--- config.mk ---
export PLATFORM = sky130hd
export DESIGN_NAME = ex_wb_pipe
export DESIGN_NICKNAME = d
export VERILOG_FILES = /design/src/rtl/ex_wb_pipe.sv
export SDC_FILE = /design/constraint.sdc
export NUM_CORES = 1
export LEC_CHECK = 0
export ABC_AREA = 1
export ABC_CLOCK_PERIOD_IN_PS = 12850
export CAP_MARGIN = 40
export CELL_PAD_IN_SITES_DETAIL_PLACEMENT = 0
export CELL_PAD_IN_SITES_GLOBAL_PLACEMENT = 2
export CORE_MARGIN = 4
export CORE_UTILIZATION = 36
export DETAILED_ROUTE_END_ITERATION = 8
export PLACE_DENSITY = 0.94
export SETUP_SLACK_MARGIN = 0.5
export SYNTH_ARGS = -nofsm -noshare
export SYNTH_HDL_FRONTEND = slang
export SYNTH_SLANG_ARGS = --single-unit
--- constraint.sdc ---
create_clock -name clk -period 12.85 [get_ports clk]
set_clock_uncertainty 0.05 [all_clocks]
set_input_delay 2.57 -clock clk [delete_from_list [all_inputs] [get_ports clk]]
set_output_delay 2.57 -clock clk [all_outputs]
set_load 0.005 [all_outputs]
--- src/rtl/ex_wb_pipe.sv ---
// Elastic EX->WB result pipe of CONFIG_EX_STAGES valid/ready stages with collapsing bubbles,
// global flush and occupancy count. Optional forwarding taps: define NCPU_EX_WB_PIPE_FWD_EN.
`ifndef NCPU_PRF_AW
`define NCPU_PRF_AW 6
`endif

module ex_wb_pipe #(
    parameter int unsigned CONFIG_DW             = 64,
    parameter int unsigned CONFIG_AW             = 64,
    parameter int unsigned CONFIG_P_ROB_DEPTH    = 4,
    parameter int unsigned CONFIG_P_COMMIT_WIDTH = 1,
    parameter int unsigned CONFIG_EX_STAGES      = 2
) (
    input  logic                                    clk,
    input  logic                                    rst,
    input  logic                                    flush,
    input  logic                                    ex_valid,
    output logic                                    ex_ready,
    input  logic                                    ex_prf_we,
    input  logic [`NCPU_PRF_AW-1:0]                 ex_prd,
    input  logic [CONFIG_DW-1:0]                    ex_wdata,
    input  logic [CONFIG_P_ROB_DEPTH-1:0]           ex_rob_id,
    input  logic [CONFIG_P_COMMIT_WIDTH-1:0]        ex_rob_bank,
    input  logic                                    ex_fls,
    input  logic                                    ex_exc,
    input  logic [CONFIG_AW-1:0]                    ex_opera,
    input  logic [CONFIG_DW-1:0]                    ex_operb,
    output logic                                    wb_valid,
    input  logic                                    wb_ready,
    output logic [CONFIG_P_ROB_DEPTH-1:0]           wb_rob_id,
    output logic [CONFIG_P_COMMIT_WIDTH-1:0]        wb_rob_bank,
    output logic [`NCPU_PRF_AW-1:0]                 prf_WADDR,
    output logic [CONFIG_DW-1:0]                    prf_WDATA,
    output logic [CONFIG_AW-1:0]                    wb_opera,
    output logic [CONFIG_DW-1:0]                    wb_operb,
    output logic                                    prf_WE,
    output logic                                    wb_fls,
    output logic                                    wb_exc,
    output logic [$clog2(CONFIG_EX_STAGES+1)-1:0]   occ_cnt
`ifdef NCPU_EX_WB_PIPE_FWD_EN
    ,
    output logic [CONFIG_EX_STAGES-1:0]             fwd_valid,
    output logic [CONFIG_EX_STAGES*`NCPU_PRF_AW-1:0] fwd_prd,
    output logic [CONFIG_EX_STAGES*CONFIG_DW-1:0]   fwd_wdata
`endif
);

    localparam int unsigned N   = CONFIG_EX_STAGES;
    localparam int unsigned PAW = `NCPU_PRF_AW;
    localparam int unsigned CW  = $clog2(CONFIG_EX_STAGES + 1);

    logic [N-1:0]                     v_q;
    logic [N-1:0]                     ce;
    logic                             tail_full;
    logic [N-1:0]                     we_q;
    logic [N-1:0]                     fls_q;
    logic [N-1:0]                     exc_q;
    logic [PAW-1:0]                   prd_q   [N];
    logic [CONFIG_DW-1:0]             wdata_q [N];
    logic [CONFIG_P_ROB_DEPTH-1:0]    rid_q   [N];
    logic [CONFIG_P_COMMIT_WIDTH-1:0] bank_q  [N];
    logic [CONFIG_AW-1:0]             opera_q [N];
    logic [CONFIG_DW-1:0]             operb_q [N];
    logic [CW-1:0]                    occ_q;
    logic                             acc;
    logic                             ret;

    // A stage advances unless it and every stage ahead of it are full while WB stalls.
    always_comb begin
        ce        = '0;
        tail_full = 1'b1;
        for (int k = int'(N) - 1; k >= 0; k--) begin
            tail_full = tail_full & v_q[k];
            ce[k]     = wb_ready | ~tail_full;
        end
    end

    assign ex_ready = ce[0];
    assign acc      = ex_valid & ex_ready;
    assign ret      = wb_valid & wb_ready;

    always_ff @(posedge clk) begin
        if (rst || flush) begin
            v_q   <= '0;
            occ_q <= '0;
        end else begin
            if (ce[0]) v_q[0] <= ex_valid;
            for (int unsigned k = 1; k < N; k++) begin
                if (ce[k]) v_q[k] <= v_q[k-1];
            end
            if (acc && !ret) occ_q <= occ_q + CW'(1);
            else if (ret && !acc) occ_q <= occ_q - CW'(1);
        end
    end

    // Payload carries no reset; it is qualified by the stage valid.
    always_ff @(posedge clk) begin
        if (ce[0]) begin
            we_q[0]    <= ex_prf_we;
            fls_q[0]   <= ex_fls;
            exc_q[0]   <= ex_exc;
            prd_q[0]   <= ex_prd;
            wdata_q[0] <= ex_wdata;
            rid_q[0]   <= ex_rob_id;
            bank_q[0]  <= ex_rob_bank;
            opera_q[0] <= ex_opera;
            operb_q[0] <= ex_operb;
        end
        for (int unsigned k = 1; k < N; k++) begin
            if (ce[k]) begin
                we_q[k]    <= we_q[k-1];
                fls_q[k]   <= fls_q[k-1];
                exc_q[k]   <= exc_q[k-1];
                prd_q[k]   <= prd_q[k-1];
                wdata_q[k] <= wdata_q[k-1];
                rid_q[k]   <= rid_q[k-1];
                bank_q[k]  <= bank_q[k-1];
                opera_q[k] <= opera_q[k-1];
                operb_q[k] <= operb_q[k-1];
            end
        end
    end

    assign wb_valid    = v_q[N-1];
    assign prf_WE      = v_q[N-1] & we_q[N-1];
    assign wb_fls      = v_q[N-1] & fls_q[N-1];
    assign wb_exc      = v_q[N-1] & exc_q[N-1];
    assign wb_rob_id   = rid_q[N-1];
    assign wb_rob_bank = bank_q[N-1];
    assign prf_WADDR   = prd_q[N-1];
    assign prf_WDATA   = wdata_q[N-1];
    assign wb_opera    = opera_q[N-1];
    assign wb_operb    = operb_q[N-1];
    assign occ_cnt     = occ_q;

`ifdef NCPU_EX_WB_PIPE_FWD_EN
    for (genvar k = 0; k < int'(N); k++) begin : g_fwd
        assign fwd_valid[k]                         = v_q[k] & we_q[k];
        assign fwd_prd[k*PAW +: PAW]                = prd_q[k];
        assign fwd_wdata[k*CONFIG_DW +: CONFIG_DW]  = wdata_q[k];
    end
`endif

endmodule

==> flow_metrics.env <==
export IMPL_die_area_um2=42500
export IMPL_cts_root_buf="clkbuf_16"
export IMPL_holdWs_ns=0.364
export IMPL_synth_area_um2=14100
export IMPL_gp_congestion=0.742
export IMPL_sequentialPowerShare=0.540
export IMPL_final_cell_area_um2=18900
export IMPL_clockPowerShare=0.406
export IMPL_rsz0062_at_grt="no"
export IMPL_synth_commonest_cells="edfxtp_1, buf_4, inv_1, nand2_1, dfxtp_1"
export IMPL_clock_latency_ns=0.54
export IMPL_io_buffer_count=420
export IMPL_critPathSlowestCell="clkdlybuf4s50_1"
export IMPL_syn2layout_area_growth_pct=33.8
export IMPL_overflow=0
export IMPL_ys_warnings_count=0
export IMPL_die_h_um=206
export IMPL_hp_class="reg2reg"
export IMPL_post_cts_buffers=0
export IMPL_vias_per_cell=4.06
export IMPL_clockBufferDepth=3
export IMPL_whs_path_depth=0
export IMPL_peakVddDrop_uv=120
export IMPL_reg2reg_slack_ns=10.21
export IMPL_slew_viol_final=0
export IMPL_vias=5969
export IMPL_stdcell_count=1471
export IMPL_switchingPower_mw=0.559
export IMPL_tightest_slew_ns=0.898
export IMPL_maxCapViolCount=0
export IMPL_drtIter0Drc=214
export IMPL_ys_flop_type="edfxtp_1"
export IMPL_cp_slowest_stage_delay_ns=0.56
export IMPL_finalWorstSetupSlack_ns=6.18
export IMPL_wl_per_cell_um=18.5
export IMPL_cts_sinks=416
export IMPL_ys_ff_latch=416
export IMPL_place_ws_ns=6.17
export IMPL_num_rows=72
export IMPL_power_density_nw_per_um2=156
export IMPL_coreArea_um2=38700
export IMPL_post_place_cells=1392
export IMPL_grt_max_degree=125
export IMPL_p_sw_frac=0.190
export IMPL_post_route_period_util=0.519
export IMPL_synthCells=651
export IMPL_hold_end="rid_q[0][4]"
export IMPL_r2r_end="wdata_q[0][124]"
export IMPL_worstHoldStart="rid_q[0][0]"
export IMPL_synth_fp_nets=863
export IMPL_synth_most_common_cell="edfxtp_1"
export IMPL_grt_pass1_wl_um=38100
export IMPL_drc=0
export IMPL_path_delay_family="buffers and inverters"
export IMPL_detail_route_wirelength_um=27200
export IMPL_path_max_fanout=11
export IMPL_cts_made_buffers=43
export IMPL_nets=1131
export IMPL_setup_worst_path_end_class="output pin"
export IMPL_syn_avg_cell_area_um2=21.7
export IMPL_r2r_start="v_q[1]"
export IMPL_ctsResizeCount=0
export IMPL_p_comb_frac=0.054
export IMPL_hold_buffers=0
export IMPL_ys_types=14
export IMPL_synth_edf_count=412
export IMPL_max_freq_mhz=150
export IMPL_die_w_um=206
export IMPL_synth_area_leaders="edfxtp_1, buf_4, dfxtp_1"
export IMPL_synth_largest_area_cell="edfxtp_1"
export IMPL_start_util=0.365
export IMPL_ios=421
export IMPL_tritoncts="built"
export IMPL_status="finished clean"
export IMPL_dpl_hpwl_um=19200
export IMPL_setup_violations=0
export IMPL_required_ns=10.23
export IMPL_crit_path_frequent_cell="clkdlybuf4s50_1"
export IMPL_intPower_mw=2.38
export IMPL_htree_levels=2
export IMPL_seq_area_frac_synth=0.882
export IMPL_period_minus_slack_ns=6.67
export IMPL_drive_above_1_share=0.0777
export IMPL_start_kind="input port"
export IMPL_criticalPathCategory="in2out"
export IMPL_worstPathCellList="clkdlybuf4s50_1 -> inv_1 -> nand3_4 -> clkdlybuf4s50_1"
export IMPL_async_reset_ff_frac=0
export IMPL_worstPathArrival_ns=4.05
export IMPL_power_mw=2.94
export IMPL_grt_pass1_vias=6183
export IMPL_critical_path_buf_inv_count=3
export IMPL_slew_headroom=0.401
export IMPL_netlist_area_leader_share=0.876
export IMPL_utilization=0.488
export IMPL_post_dp_cell_area_um2=17500
export IMPL_antenna_found_initial=5
export IMPL_first_pass_iters=4
export IMPL_hold_viol=0
export IMPL_grt_total_usage=0.123
export IMPL_setup_tns_ns=0
export IMPL_ant_nets=0
export IMPL_clk_transition_reported_paths_ns=0.06
export IMPL_p_leak_nw=6.84
export IMPL_ff2ff_path_depth=3
-- layout by cell type, fill, tap and decap left out, drive strengths merged --
master,n
bufinv,3
edfxtp,412
nand3,2
diode,1
nand2,11
nand4,1
nor2,2
buf,5
inv,18
dfxtp,4
clkinv,15
a21oi,3
clkdlybuf4s50,420
clkinvlp,2
a31oi,1
clkbuf,52
ha,1
-- sequential cells by signal, indices dropped and copies added (netlist names) --
register and cells:
prd_q 12, wdata_q 128, rid_q 8, opera_q 128
operb_q 128, exc_q 2, occ_cnt 2, we_q 2
fls_q 2, bank_q 2, v_q 2
-- power groups by stage --
stage	clock network, mW	logic [mW]	registers, mW
final	1.19	0.159	1.59
after global routing	1.30	0.168	1.59
after CTS	1.24	0.162	1.59
after detailed placement	0	0.160	1.62
after global placement	0	0.159	1.61
after floorplan	0	0.0615	1.61
-- how the worst max path moves through the flow --
stage | cells after the start | slack [ns] | to | startpoint
finish | 4 | 6.18 | ex_ready | wb_ready
global route | 4 | 6.10 | ex_ready | wb_ready
CTS | 4 | 6.16 | ex_ready | wb_ready
detailed placement | 4 | 6.17 | ex_ready | wb_ready
global placement | 4 | 6.21 | ex_ready | wb_ready
floorplan | 2 | 4.89 | ex_ready | wb_ready
-- logic make-up (layout without fill, tap and decap cells) --
logic type / count (synthesis) / in the layout / synth area share
other: 0 / 1 / 0
buffers and inverters: 214 / 515 / 0.111
adder cells (fa/ha/maj): 1 / 1 / 0.000886
flip-flops: 416 / 416 / 0.882
AO/OA/AOI/OAI: 4 / 4 / 0.00151
AND/OR/NAND/NOR: 16 / 16 / 0.00514
-- per-layer routing --
layer | vias up | share of wire | GRT usage | wire length, µm
met5 | - | 0.0021 | 0 | 57
met4 | 8 | 0.034 | 0.0585 | 913
met3 | 64 | 0.15 | 0.0709 | 4070
met2 | 342 | 0.45 | 0.184 | 12100
met1 | 2804 | 0.37 | 0.143 | 10000
li1 | 2751 | - | - | -
-- final cells by class --
type                            instances  area (µm²)
Fill cell                            3130       19800
Sequential cell                       416       12500
Timing Repair Buffer                  425        4250
Clock buffer                           52        1140
Tap cell                              518         648
Clock inverter                         26         234
Multi-Input combinational cell         21         121
Inverter                               12        45.0
Antenna cell                            1        2.50
No activity file was read; power rests on OpenSTA's default activity.
==> edit: new RTL, same flow settings <==
Add a define of `NCPU_EX_WB_PIPE_FWD_EN`.
--- a/src/rtl/ex_wb_pipe.sv
+++ b/src/rtl/ex_wb_pipe.sv
@@ -1,5 +1,7 @@
 // Elastic EX->WB result pipe of CONFIG_EX_STAGES valid/ready stages with collapsing bubbles,
 // global flush and occupancy count. Optional forwarding taps: define NCPU_EX_WB_PIPE_FWD_EN.
+`define NCPU_EX_WB_PIPE_FWD_EN
+
 `ifndef NCPU_PRF_AW
 `define NCPU_PRF_AW 6
 `endif
Function (old outputs only; new: fwd_prd, fwd_valid and fwd_wdata): same outputs for any inputs over 4 cycles, from zero or initial values; that may be too few to reach the edited logic, so the function may still have changed.
==> edit against the original RTL <==
  * Non-clock buffer count grew 145
  * Design area rose by 7.9%
  * Hold slack worse by 0.0051 ns
  * Largest cell class unchanged
  * Worst setup slack worse by 0.26 ns
  * Via count up 13%
  * Sequential share of layout area decreased by 4.8 points
  * Synthesized area increased by 0.11%
  * Sequential cell count unchanged
  * Wire length is 26% higher
  * Total power increased by 3.3%
  * First-iteration DRC count rose by 37%
  * Final cell count is 9.7% higher
==> edit: results (changes against the original RTL) <==
stage,metric,value,unit,change
synthesis,syn nets,866,,+0.35%
synthesis,Post-synth top cells,"edfxtp_1, buf_4, inv_1, nand2_1, dfxtp_1",,
routing,Iteration-0 DRC Markers,294,,+37%
outcome,outcome,"complete, no violations",,
pwr,Worst VDD drop,0.0923,mV,-23%
placement,Final GP Congestion,0.745,,+0.40%
routing,Met2 Wirelength,17600,um,+45%
final_layout,share of cells above drive strength 1,6.48,%,-1.3 points
routing,Vias/cell,4.18,,+3.0%
routing,Met3 Wirelength,4190,um,+2.9%
global_route,number of global-route vias before repair,6942,,+12%
pwr,LEAKAGE,7.43,nW,+8.7%
setup_path,CP max FO,35,,+24
global_route,pin count of the biggest net entering global routing,70,,-44%
synthesis,ys async rst share,0,%,unchanged
final_layout,n_diodes,0,,-1
placement,port bufs,562,,+34%
pwr,Pint,2.46,mW,+3.3%
placement,Post-Place Worst Slack,5.89,ns,-0.283 ns
timing,slew at the pin closest to its max-slew limit,0.703,ns,-0.194 ns
final_layout,# fillers,3073,,-1.8%
setup_path,worst path arrival time,4.32,ns,+0.27 ns
synthesis,"Seq/Total Area, Yosys",88.1,%,-0.094 points
routing,M1 WL,11300,um,+12%
clocking,CTS Buf Count,42,,-2.3%
final_layout,nets,1277,,+13%
global_route,global-route wire length before repair,46200,um,+21%
edit: final timing paths:
check / start / to / slack (ns) / depth (start not counted)
setup / recovery: wb_ready / ex_ready / 5.91 / 4
hold / removal: operb_q[0][46] / operb_q[0][110] / 0.36 / 0
setup reg to reg: v_q[1] / operb_q[0][122] / 10.22 / 3
hold reg to reg: operb_q[0][46] / operb_q[0][110] / 0.36 / 0
edit: cell families (layout without fill, tap and decap cells):
group | count (synthesis) | after routing | synth area share [%]
adder cells (fa/ha/maj) | 1 | 1 | 0.0885
AND/OR/NAND/NOR | 17 | 17 | 0.540
AO/OA/AOI/OAI | 4 | 4 | 0.150
buffers and inverters | 216 | 658 | 11.1
flip-flops | 416 | 416 | 88.1
edit: final cells by class:
class                      instances  area (um2)  area share [%]
inverter                          13        48.8           0.239
multi-input combinational         22         125           0.614
timing repair buffer             570        5730            28.1
sequential                       416       12500            61.1
clock buffer                      52        1150            5.65
clock inverter                    23         241            1.18
tap                              518         648            3.18
edit: stage by stage:
step           hold slack (ns)  utilization, %  cells  cell area (um2)
2_1_floorplan            0.350               -    654            14100
3_3_place_gp             0.350            48.9   1537            18900
3_5_place_dp             0.355            49.0   1539            19000
4_1_cts                  0.350            52.6   1614            20400
5_1_grt                  0.365            52.6   1614            20400
6_report                 0.359            52.6   1614            20400
edit: critical path, cell delays in order:
cell             delay [ns]
clkdlybuf4s50_1        0.43
inv_1                  0.17
nand3_4                0.46
clkdlybuf4s50_1        0.64
edit: per-layer routing:
layer / track usage (%) / vias up
li1: - / 3036
met1: 15.6 / 3239
met2: 26.6 / 392
met3: 7.45 / 62
met4: 5.25 / 14
met5: 0 / -
edit: power groups by stage:
stage | clock network (mW) | logic [mW] | registers, mW
floorplan | 0 | 0.0616 | 1.62
CTS | 1.26 | 0.221 | 1.60
finish | 1.22 | 0.216 | 1.60
detailed placement | 0 | 0.219 | 1.63
global route | 1.32 | 0.227 | 1.60
global placement | 0 | 0.217 | 1.62
